File: config.mk
export PLATFORM = sky130hd
export DESIGN_NAME = receptor_nota_buzzer
export DESIGN_NICKNAME = d
export VERILOG_FILES = /design/src/rtl/receptor_nota_buzzer.sv
export SDC_FILE = /design/constraint.sdc
export NUM_CORES = 1
export LEC_CHECK = 0
export ABC_AREA = 0
export CAP_MARGIN = 0
export CORE_ASPECT_RATIO = 1.2
export CORE_MARGIN = 2
export CORE_UTILIZATION = 45
export CTS_BUF_LIST = sky130_fd_sc_hd__clkbuf_16
export CTS_CLUSTER_SIZE = 14
export DETAILED_ROUTE_END_ITERATION = 16
export PLACE_DENSITY_LB_ADDON = 0.1
export SYNTH_ARGS = -nofsm -noshare
export SYNTH_HDL_FRONTEND = slang
export SYNTH_SLANG_ARGS = --single-unit
File: constraint.sdc
create_clock -name clock -period 4.5 [get_ports clock]
set_input_delay 0.9 -clock clock [delete_from_list [all_inputs] [get_ports clock]]
set_output_delay 0.9 -clock clock [all_outputs]
set_load 0.005 [all_outputs]
File: src/rtl/receptor_nota_buzzer.sv
// rtl/receptor_nota_buzzer.sv - note receiver that plays each received code as a square wave on a buzzer
// Optional post-note silent gap with one-entry pending buffer: define RECEPTOR_PAUSA_EN.
module receptor_nota_buzzer #(
  parameter int CLK_HZ     = 50_000_000,
  parameter int DURACAO_MS = 500,
  parameter int PAUSA_MS   = 50
) (
  input  logic       clock,
  input  logic       reset,
  input  logic [2:0] nota,
  input  logic       valido,
  output logic       buzzer,
  output logic       tocando,
  output logic [2:0] nota_atual,
  output logic       fim_nota,
  output logic [1:0] db_estado
);

  localparam longint DUR_CYC = (longint'(DURACAO_MS) * longint'(CLK_HZ)) / 1000;
  localparam longint GAP_CYC = (longint'(PAUSA_MS) * longint'(CLK_HZ)) / 1000;
  // Duration and gap counters share one width so their terminal compares line up.
  localparam longint CNT_MAX = (DUR_CYC > GAP_CYC) ? DUR_CYC : GAP_CYC;
  localparam int     CW      = $clog2(CNT_MAX) + 1;
  localparam int     HW      = $clog2(CLK_HZ / (2 * 262)) + 1;
  localparam logic [CW-1:0] DUR_LAST = CW'(DUR_CYC - 1);

  localparam logic [1:0] OCIOSO  = 2'd0;
  localparam logic [1:0] TOCANDO = 2'd1;
  localparam logic [1:0] PAUSA   = 2'd2;

  function automatic logic [HW-1:0] half_last(input logic [2:0] n);
    case (n)
      3'd1:    half_last = HW'(CLK_HZ / (2 * 262) - 1);
      3'd2:    half_last = HW'(CLK_HZ / (2 * 294) - 1);
      3'd3:    half_last = HW'(CLK_HZ / (2 * 330) - 1);
      3'd4:    half_last = HW'(CLK_HZ / (2 * 349) - 1);
      3'd5:    half_last = HW'(CLK_HZ / (2 * 392) - 1);
      3'd6:    half_last = HW'(CLK_HZ / (2 * 440) - 1);
      3'd7:    half_last = HW'(CLK_HZ / (2 * 494) - 1);
      default: half_last = '0;
    endcase
  endfunction

  logic [1:0]    estado_q, estado_d;
  logic          buzzer_q, buzzer_d;
  logic          tocando_q, tocando_d;
  logic [2:0]    nota_q, nota_d;
  logic          fim_q, fim_d;
  logic [HW-1:0] hcnt_q, hcnt_d;
  logic [CW-1:0] dcnt_q, dcnt_d;
  logic          start;
  logic [2:0]    start_code;
`ifdef RECEPTOR_PAUSA_EN
  localparam logic [CW-1:0] GAP_LAST = CW'(GAP_CYC - 1);
  logic [CW-1:0] gcnt_q, gcnt_d;
  logic [2:0]    pend_q, pend_d;
  logic [2:0]    gap_code;
`endif

  always_comb begin
    estado_d   = estado_q;
    buzzer_d   = buzzer_q;
    tocando_d  = tocando_q;
    nota_d     = nota_q;
    fim_d      = 1'b0;
    hcnt_d     = hcnt_q;
    dcnt_d     = dcnt_q;
    start      = 1'b0;
    start_code = nota;
`ifdef RECEPTOR_PAUSA_EN
    gcnt_d     = gcnt_q;
    pend_d     = pend_q;
    gap_code   = valido ? nota : pend_q;
`endif
    case (estado_q)
      OCIOSO: begin
        start = valido && (nota != 3'd0);
      end
      TOCANDO: begin
        if (valido) begin
          // A strobe always wins over completion: nonzero retriggers, zero aborts silently.
          start = (nota != 3'd0);
          if (nota == 3'd0) begin
            estado_d  = OCIOSO;
            buzzer_d  = 1'b0;
            tocando_d = 1'b0;
            nota_d    = 3'd0;
          end
        end else if (dcnt_q == DUR_LAST) begin
          buzzer_d  = 1'b0;
          tocando_d = 1'b0;
          nota_d    = 3'd0;
          fim_d     = 1'b1;
`ifdef RECEPTOR_PAUSA_EN
          estado_d  = PAUSA;
          gcnt_d    = '0;
          pend_d    = 3'd0;
`else
          estado_d  = OCIOSO;
`endif
        end else begin
          dcnt_d = dcnt_q + 1'b1;
          if (hcnt_q == half_last(nota_q)) begin
            hcnt_d   = '0;
            buzzer_d = ~buzzer_q;
          end else begin
            hcnt_d = hcnt_q + 1'b1;
          end
        end
      end
`ifdef RECEPTOR_PAUSA_EN
      PAUSA: begin
        if (gcnt_q == GAP_LAST) begin
          pend_d     = 3'd0;
          start_code = gap_code;
          start      = (gap_code != 3'd0);
          if (gap_code == 3'd0) estado_d = OCIOSO;
        end else begin
          gcnt_d = gcnt_q + 1'b1;
          if (valido) pend_d = nota;
        end
      end
`endif
      default: estado_d = OCIOSO;
    endcase
    if (start) begin
      estado_d  = TOCANDO;
      buzzer_d  = 1'b1;
      tocando_d = 1'b1;
      nota_d    = start_code;
      hcnt_d    = '0;
      dcnt_d    = '0;
    end
  end

  always_ff @(posedge clock or negedge reset) begin
    if (!reset) begin
      estado_q  <= OCIOSO;
      buzzer_q  <= 1'b0;
      tocando_q <= 1'b0;
      nota_q    <= 3'd0;
      fim_q     <= 1'b0;
      hcnt_q    <= '0;
      dcnt_q    <= '0;
`ifdef RECEPTOR_PAUSA_EN
      gcnt_q    <= '0;
      pend_q    <= 3'd0;
`endif
    end else begin
      estado_q  <= estado_d;
      buzzer_q  <= buzzer_d;
      tocando_q <= tocando_d;
      nota_q    <= nota_d;
      fim_q     <= fim_d;
      hcnt_q    <= hcnt_d;
      dcnt_q    <= dcnt_d;
`ifdef RECEPTOR_PAUSA_EN
      gcnt_q    <= gcnt_d;
      pend_q    <= pend_d;
`endif
    end
  end

  assign buzzer     = buzzer_q;
  assign tocando    = tocando_q;
  assign nota_atual = nota_q;
  assign fim_nota   = fim_q;
  assign db_estado  = estado_q;

endmodule

Yosys cells after proc, flatten, opt, wreduce, memory -nomap -nowiden
Index checks and enable logic that the tools add are counted.
Word-level totals
  register bits after elaboration: 52
  input port bits: 6
  output and inout bits: 8
  word-level logic and storage cells: 75
Operators by class
  $add $sub $neg: 2
  equal/unequal tests: 16
  multiplexer cells: 38
  bitwise logic cells: 1
  reductions and logical operators: 11
Operators with widths (number)
  $mux 18: 8
  $pmux 17 s7: 1
  $mux 26: 4
  $add 26x1->26 const B: 1
  $eq 26x25->1 const B: 1
  $add 18x1->18 const B: 1
  $eq 18x18->1: 1
  $mux 3: 5
  $mux 1: 14
  $eq 3x3->1 const B: 4
  $reduce_and 3->1: 4
  $mux 2: 4
  $ne 4x4->1 const B: 2
  $eq 3x2->1 const B: 2
  $reduce_bool 3->1: 2
  $ne 2x2->1 const B: 2
  $pmux 2 s2: 1
  $reduce_bool 4->1: 1
  $eq 3x1->1 const B: 1
  $logic_not 3->1: 1
  $ne 3x1->1 const B: 1
  $eq 2x1->1 const B: 1
  $logic_not 2->1: 1
  $ne 2x1->1 const B: 1
  4 further kinds: 4

Logic depth before layout (Yosys ltp)
Gate-level depths: netlist of the first run.
  depth in word-level cells: 11
  mapped depth: 11
  mapped depth without buffers: 8

Least setup slack after synthesis of the first run
Ideal clock, no wire load.
  path kind: input-to-reg
  start: in valido
  end: reg dcnt_q[24]
  setup time: 0.078 ns
  arrival time: 2.354 ns
  data required time: 4.422 ns
  slack: 2.068 ns
  cell stages on the path: 6
  path buffers: 0
  cells stage by stage: nand2b_1 -> a31o_2 -> o211a_1 -> or4b_4 -> or3_1 -> a21oi_1
Between the ends
  word-level cells in the longest chain between the ends: 4
  elaborated cells between the ends (all ways): 8
  those cells by class: 2 x eq/ne; 3 x mux; 3 x reduce/logical
RTL lines
  from (decl): line 11  | input logic valido,
  $mux 1 / $logic_and 1x1->1 (equally long branches): line 80, 77
  $pmux 1 s2: line 75  | case (estado_q)
  $ne 2x2->1 (no source line), or another cell as far along
  $reduce_and 3->1 (no source line)
  to (signal assigned): line 156  | dcnt_q <= dcnt_d;
  to (decl): line 50  | logic [CW-1:0] dcnt_q, dcnt_d;
Several ways; a longest one is shown, not always the timed one.
A chain may end at the register's enable or synchronous reset.

Worst setup path in the final report of the first run
  start: in valido
  end: reg dcnt_q[6]
Same word-level chain as after synthesis.

==> flow_summary.toml, run 1 <==
[run_status]
status = "complete, no violations"

[die]
fp.dieH_um = 94.3
die_x_um = 79.3
core_area_um2 = 6490
row_count = 32
dieArea_um2 = 7470
ioPinCount = 14
initial_utilization_pct = 47.1

[detailed_routing]
vias = 2482
first_pass_iters = 4
antenna_left = 0
wirelength_um = 7050
via_per_inst = 5.76
wl_per_cell_um = 16.3
drc = 0
drtIter0Drc = 116

[worst_setup_path]
critPathLaunch = "valido"
crit_fanout = 22
cp.arrival_ns = 3.43
slowest_delay_ns = 0.64
start_kind = "input pin"
path_cells = "clkdlybuf4s50_1 -> nand2b_1 -> a31o_2 -> o211a_1 -> clkinv_1 -> nand3_1 -> xor2_1 -> nor2_1"
worstSetupEndpointType = "flop"
worstReg2RegEnd = "dcnt_q[6]"
worstPathRequired_ns = 4.64
r2r_start = "dcnt_q[0]"
slowest_stage = "o211a_1"
regToRegSetupSlack_ns = 1.53
crit_type = "in -> reg"
reg2reg_depth = 8

[synthesis]
syn_avg_cell_area_um2 = 8.86
synth_flop_cell = "dfrtp_1"
synth_area_leaders = "dfrtp_1 42%, xor2_1 5.7%, nor2_1 5.2%"
postSynthCellCount = 345
seq_area_frac_synth_pct = 41.7
ys_ff_latch = 51
syn-num-nets = 353
synth_area_um2 = 3060
yosys_warnings = 0
netlist.area_leader.share_pct = 41.7
yosys.cell_types.count = 59
yosys.area.top_type = "dfrtp_1"
synth_edf_count = 0
async_reset_ff_share_pct = 100

[power_and_ir_drop]
peakVddDrop_v = 0.000208
p_leak_uw = 0.00133
p_per_area_nw_per_um2 = 301

[timing]
setup_viol = 0
skew_ns = 0.00808
fmax_mhz = 304
rsz0062_at_grt = "false"
slew_violations = 0
post-route-period-util_pct = 73.0
worst_slew_pin_slew_ns = 0.765
period_minus_slack_ns = 3.28
hold_viol = 0
maxSlewHeadroom_pct = 49.0
fin_ws_ns = 1.22
fin_setup_tns_ns = 0

[global_routing]
overflow = 0
grt_usage_pct = 20.3
antenna_found_initial = 0
grt_pass1_wl_um = 11900
grt_pass1_vias = 2402
grt_start_max_net_pins = 34

[cts]
cts_setup_buffers = 0
cts_resized = 0
ctsHoldBuffers = 0
clk_latency_ns = 0.29
cts_sinks = 51
clock_path_buffers = 2
cts-root-buf = "clkbuf_16"
tritoncts = "yes"
cts_made_buffers = 5
htreeDepth = 2
clkTransAtPathRegs_ns = 0.06

[layout]
layout-drive-gt1-share_pct = 4.05
final_cell_mix = "51 x dfrtp_1, 42 x nor2_1, 34 x nand2_1"
area_delta_synth_final_pct = 7.73
layout_commonest_cell = "dfrtp_1"
n_antenna_cell = 0
final_nets = 353

[placed_design]
dp_slack_ns = 0.948
gp_congestion = 0.824
dpl.hpwl_um = 5000
numPortBuffers = 12

[min_path]
hold_path.class = "reg -> reg"
hold_depth = 2
hold_end = "tocando"
min_from = "tocando"

[flow_run]
cap_violations = 0
## layout make-up
type | instances | area (um^2)
Fill cell | 656 | 3190
Multi-Input combinational cell | 265 | 1610
Sequential cell | 51 | 1280
Timing Repair Buffer | 15 | 138
Clock buffer | 5 | 125
Tap cell | 85 | 106
Inverter | 7 | 26.3
Clock inverter | 3 | 15.0
## flip-flops by register name (all words and copies together) (netlist names)
signal	count
dcnt_q	26
hcnt_q	18
nota_atual	3
buzzer	1
db_estado	1
fim_nota	1
tocando	1
## power breakdown
| group | total (uW) | internal, uW | switching (uW) | leakage, uW |
|---|---|---|---|---|
| logic | 121 | 55.0 | 65.8 | 0.000570 |
| registers | 508 | 472 | 36.4 | 0.000693 |
| clock network | 361 | 202 | 159 | 0.0000649 |
| total | 990 | 729 | 261 | 0.00133 |
## worst max-delay path by stage
stage,end,slack (ns),cells past startpoint
global route,dcnt_q[6],1.02,8
floorplan,dcnt_q[24],2.07,6
global placement,dcnt_q[7],1.05,8
CTS,dcnt_q[4],1.25,8
finish,dcnt_q[6],1.22,8
detailed placement,dcnt_q[7],0.95,8
## synthesized netlist by cell type, types with 2 or more instances
cell type	instances
buf_6	7
o31a_1	2
and4b_1	2
nor2_1	42
and2b_1	2
inv_1	6
o21ai_1	6
xnor2_1	16
nor4bb_1	2
clkbuf_1	6
xor2_1	20
nor4_1	6
nor2b_1	2
nor3_1	8
buf_2	7
and3b_1	2
nand2b_1	7
nand4_1	11
and4_1	3
dfrtp_1	51
a32oi_1	2
nand3_1	19
and3_1	7
a211oi_1	3
o22ai_1	4
o21ai_0	17
o31ai_1	2
a21oi_1	11
ha_1	2
a31oi_1	2
a22o_1	4
nand2_1	34
or3_1	4
## routing by layer
metal	routed length, um	vias to the layer above	track usage [%]
met1	3200	1225	25.5
met4	152	0	7.47
met5	0	-	0
li1	-	1225	-
met2	3590	20	35.6
met3	102	12	2.79
## cell families after synthesis
| logic type | synth area share, % |
|---|---|
| other cells | 0.123 |
| mux | 0.368 |
| flops | 41.7 |
| xor+xnor | 10.3 |
| compound gates | 14.3 |
| fa+ha+maj | 0.818 |
| buf+inv | 5.69 |
| simple gates | 26.7 |
## through the flow
step	std cells	util (%)	area (um^2)	total power (uW)	hold slack [ns]
2_1_floorplan	345	-	3060	595	0.471
5_1_grt	431	50.8	3290	1040	0.492
3_3_place_gp	423	48.6	3150	637	0.474
6_report	431	50.8	3290	990	0.484
4_1_cts	431	50.8	3290	1000	0.487
3_5_place_dp	423	48.6	3150	638	0.468
## worst max-delay path: cells and delay by family
kind | cells | cell delay [ns]
AND/OR/NAND/NOR | 3 | 0.49
XOR/XNOR | 1 | 0.18
AO/OA/AOI/OAI | 2 | 0.77
buffers and inverters | 2 | 1.08
Power figures use the tool's default switching activity.
==> inputs of run 2 (changes only) <==
==> constraint.sdc (replaced) <==
create_clock -name clock -period 2.9 [get_ports clock]
set_input_delay 0.58 -clock clock [delete_from_list [all_inputs] [get_ports clock]]
set_output_delay 0.58 -clock clock [all_outputs]
set_load 0.005 [all_outputs]
==> run 2 against run 1 <==
  * Sequential share of layout area shrank 0.79 points
  * First-iteration DRC count grew 22%
  * Die area is the same
  * Final cell count grew 2.1%
  * Combinational power grew 79%
  * Critical path depth shrank 1
  * Via count grew 1.4%
  * Routed wire length shrank 2.7%
  * Register-to-register slack lost 1.2 ns
  * Total power grew 57%
  * Setup slack lost 0.89 ns
  * Clock skew grew 0.0015 ns
  * Critical endpoint is now hcnt_q[4]
  * Largest power group unchanged
  * Highest routed layer unchanged
==> flow_summary.toml, run 2 (same netlist as run 1, synthesis figures left out) <==
[worst_setup_path]
cp_top_family = "simple AND/OR/NAND/NOR gates"
crit_buf_inv = 0
slowest_stage = "or4_1"
start_kind = "flop"
path_cells = "and3_1 -> a221oi_1 -> nor4_1 -> nand4_1 -> or4_1 -> nand2_4 -> o22ai_1"
worstSetupEndpointType = "flop"
crit_fanout = 14
slowest_delay_ns = 0.70
reg2reg_depth = 7
regToRegSetupSlack_ns = 0.32
crit_type = "reg -> reg"
worstReg2RegEnd = "hcnt_q[4]"
cp.arrival_ns = 2.73
worstPathRequired_ns = 3.05
r2r_start = "nota_atual[1]"

[power_and_ir_drop]
p_leak_uw = 0.00138
p_int_uw = 1140
peakVddDrop_v = 0.000212
pwr-share-seq_pct = 49.6
total_power_uw = 1550
switching_share_pct = 26.3
p_switching_uw = 409
p_per_area_nw_per_um2 = 462
pwr-share-comb_pct = 13.9
clkPwrFrac_pct = 36.5

[die]
core_area_um2 = 6490
initial_utilization_pct = 47.1
dieArea_um2 = 7470
fp.dieH_um = 94.3
die_x_um = 79.3
row_count = 32
ioPinCount = 14

[cts]
ctsHoldBuffers = 0
htreeDepth = 2
cts_setup_buffers = 0
cts-root-buf = "clkbuf_16"
clk_latency_ns = 0.29
cts_made_buffers = 5
clkTransAtPathRegs_ns = 0.07
tritoncts = "yes"
cts_sinks = 51
clock_path_buffers = 2
cts_resized = 0

[layout]
area_delta_synth_final_pct = 9.98
regMostFlops = "dcnt_q"
final_cell_mix = "51 x dfrtp_1, 42 x nor2_1, 34 x nand2_1"
final_nets = 362
n_antenna_cell = 0
largest_reg_flops = 26
layout-drive-gt1-share_pct = 6.76
layout_commonest_cell = "dfrtp_1"

[detailed_routing]
antenna_left = 0
first_pass_iters = 4
via_per_inst = 5.72
vias = 2517
drc = 0
wl_per_cell_um = 15.6
drtIter0Drc = 142
wirelength_um = 6850

[timing]
period_minus_slack_ns = 2.58
setup_viol = 0
skew_ns = 0.00954
rsz0062_at_grt = "false"
post-route-period-util_pct = 88.9
fmax_mhz = 388
slew_violations = 0
fin_setup_tns_ns = 0
hold_viol = 0

[global_routing]
grt_pass1_wl_um = 11800
grt_pass1_vias = 2450
overflow = 0
grt_usage_pct = 20.3
antenna_found_initial = 0
grt_start_max_net_pins = 33

[run_status]
status = "complete, no violations"

[min_path]
hold_path.class = "in -> async"

[placed_design]
dpl.hpwl_um = 5060
numPortBuffers = 12
gp_congestion = 0.853

[flow_run]
cap_violations = 0
[run 2: worst max path at each step]
stage               cells after the start  slack (ns)         end     startpoint
floorplan                               7        0.64  dcnt_q[24]      dcnt_q[0]
global placement                        8        0.07   dcnt_q[7]        nota[2]
detailed placement                      8        0.08   dcnt_q[4]        nota[2]
finish                                  7        0.32   hcnt_q[4]  nota_atual[1]
global route                            7        0.11  hcnt_q[10]  nota_atual[1]
CTS                                     7        0.30   hcnt_q[4]  nota_atual[1]
[run 2: cell type report]
cell class,instances,area [um^2]
clock buffers,5,125
clock inverters,3,16.3
fillers,633,3120
inverters,7,26.3
multi-input cells,265,1610
flip-flops and latches,51,1280
well taps,85,106
repair buffers,24,205
[run 2: per-layer routing]
metal | track usage [%] | part of all wire [%]
met1 | 23.7 | 42
met3 | 3.08 | 2.9
met4 | 9.91 | 3.4
met2 | 36.2 | 51
met5 | 0 | 0
[run 2: per-stage QoR]
stage | cells | hold WS [ns] | setup WS (ns) | area, um^2 | utilization (%)
floorplan | 345 | 0.284 | 0.639 | 3060 | -
global placement | 432 | 0.473 | 0.0747 | 3220 | 49.7
detailed placement | 432 | 0.481 | 0.0783 | 3220 | 49.7
CTS | 440 | 0.240 | 0.304 | 3360 | 51.9
global route | 440 | 0.259 | 0.108 | 3360 | 51.9
finish | 440 | 0.232 | 0.321 | 3360 | 51.9
[run 2: power groups by stage]
stage / logic [uW] / clock network [uW] / registers (uW)
after floorplan: 156 / 0 / 767
after global placement: 217 / 0 / 785
after detailed placement: 218 / 0 / 784
after CTS: 219 / 585 / 770
after global routing: 245 / 611 / 776
final: 216 / 567 / 770
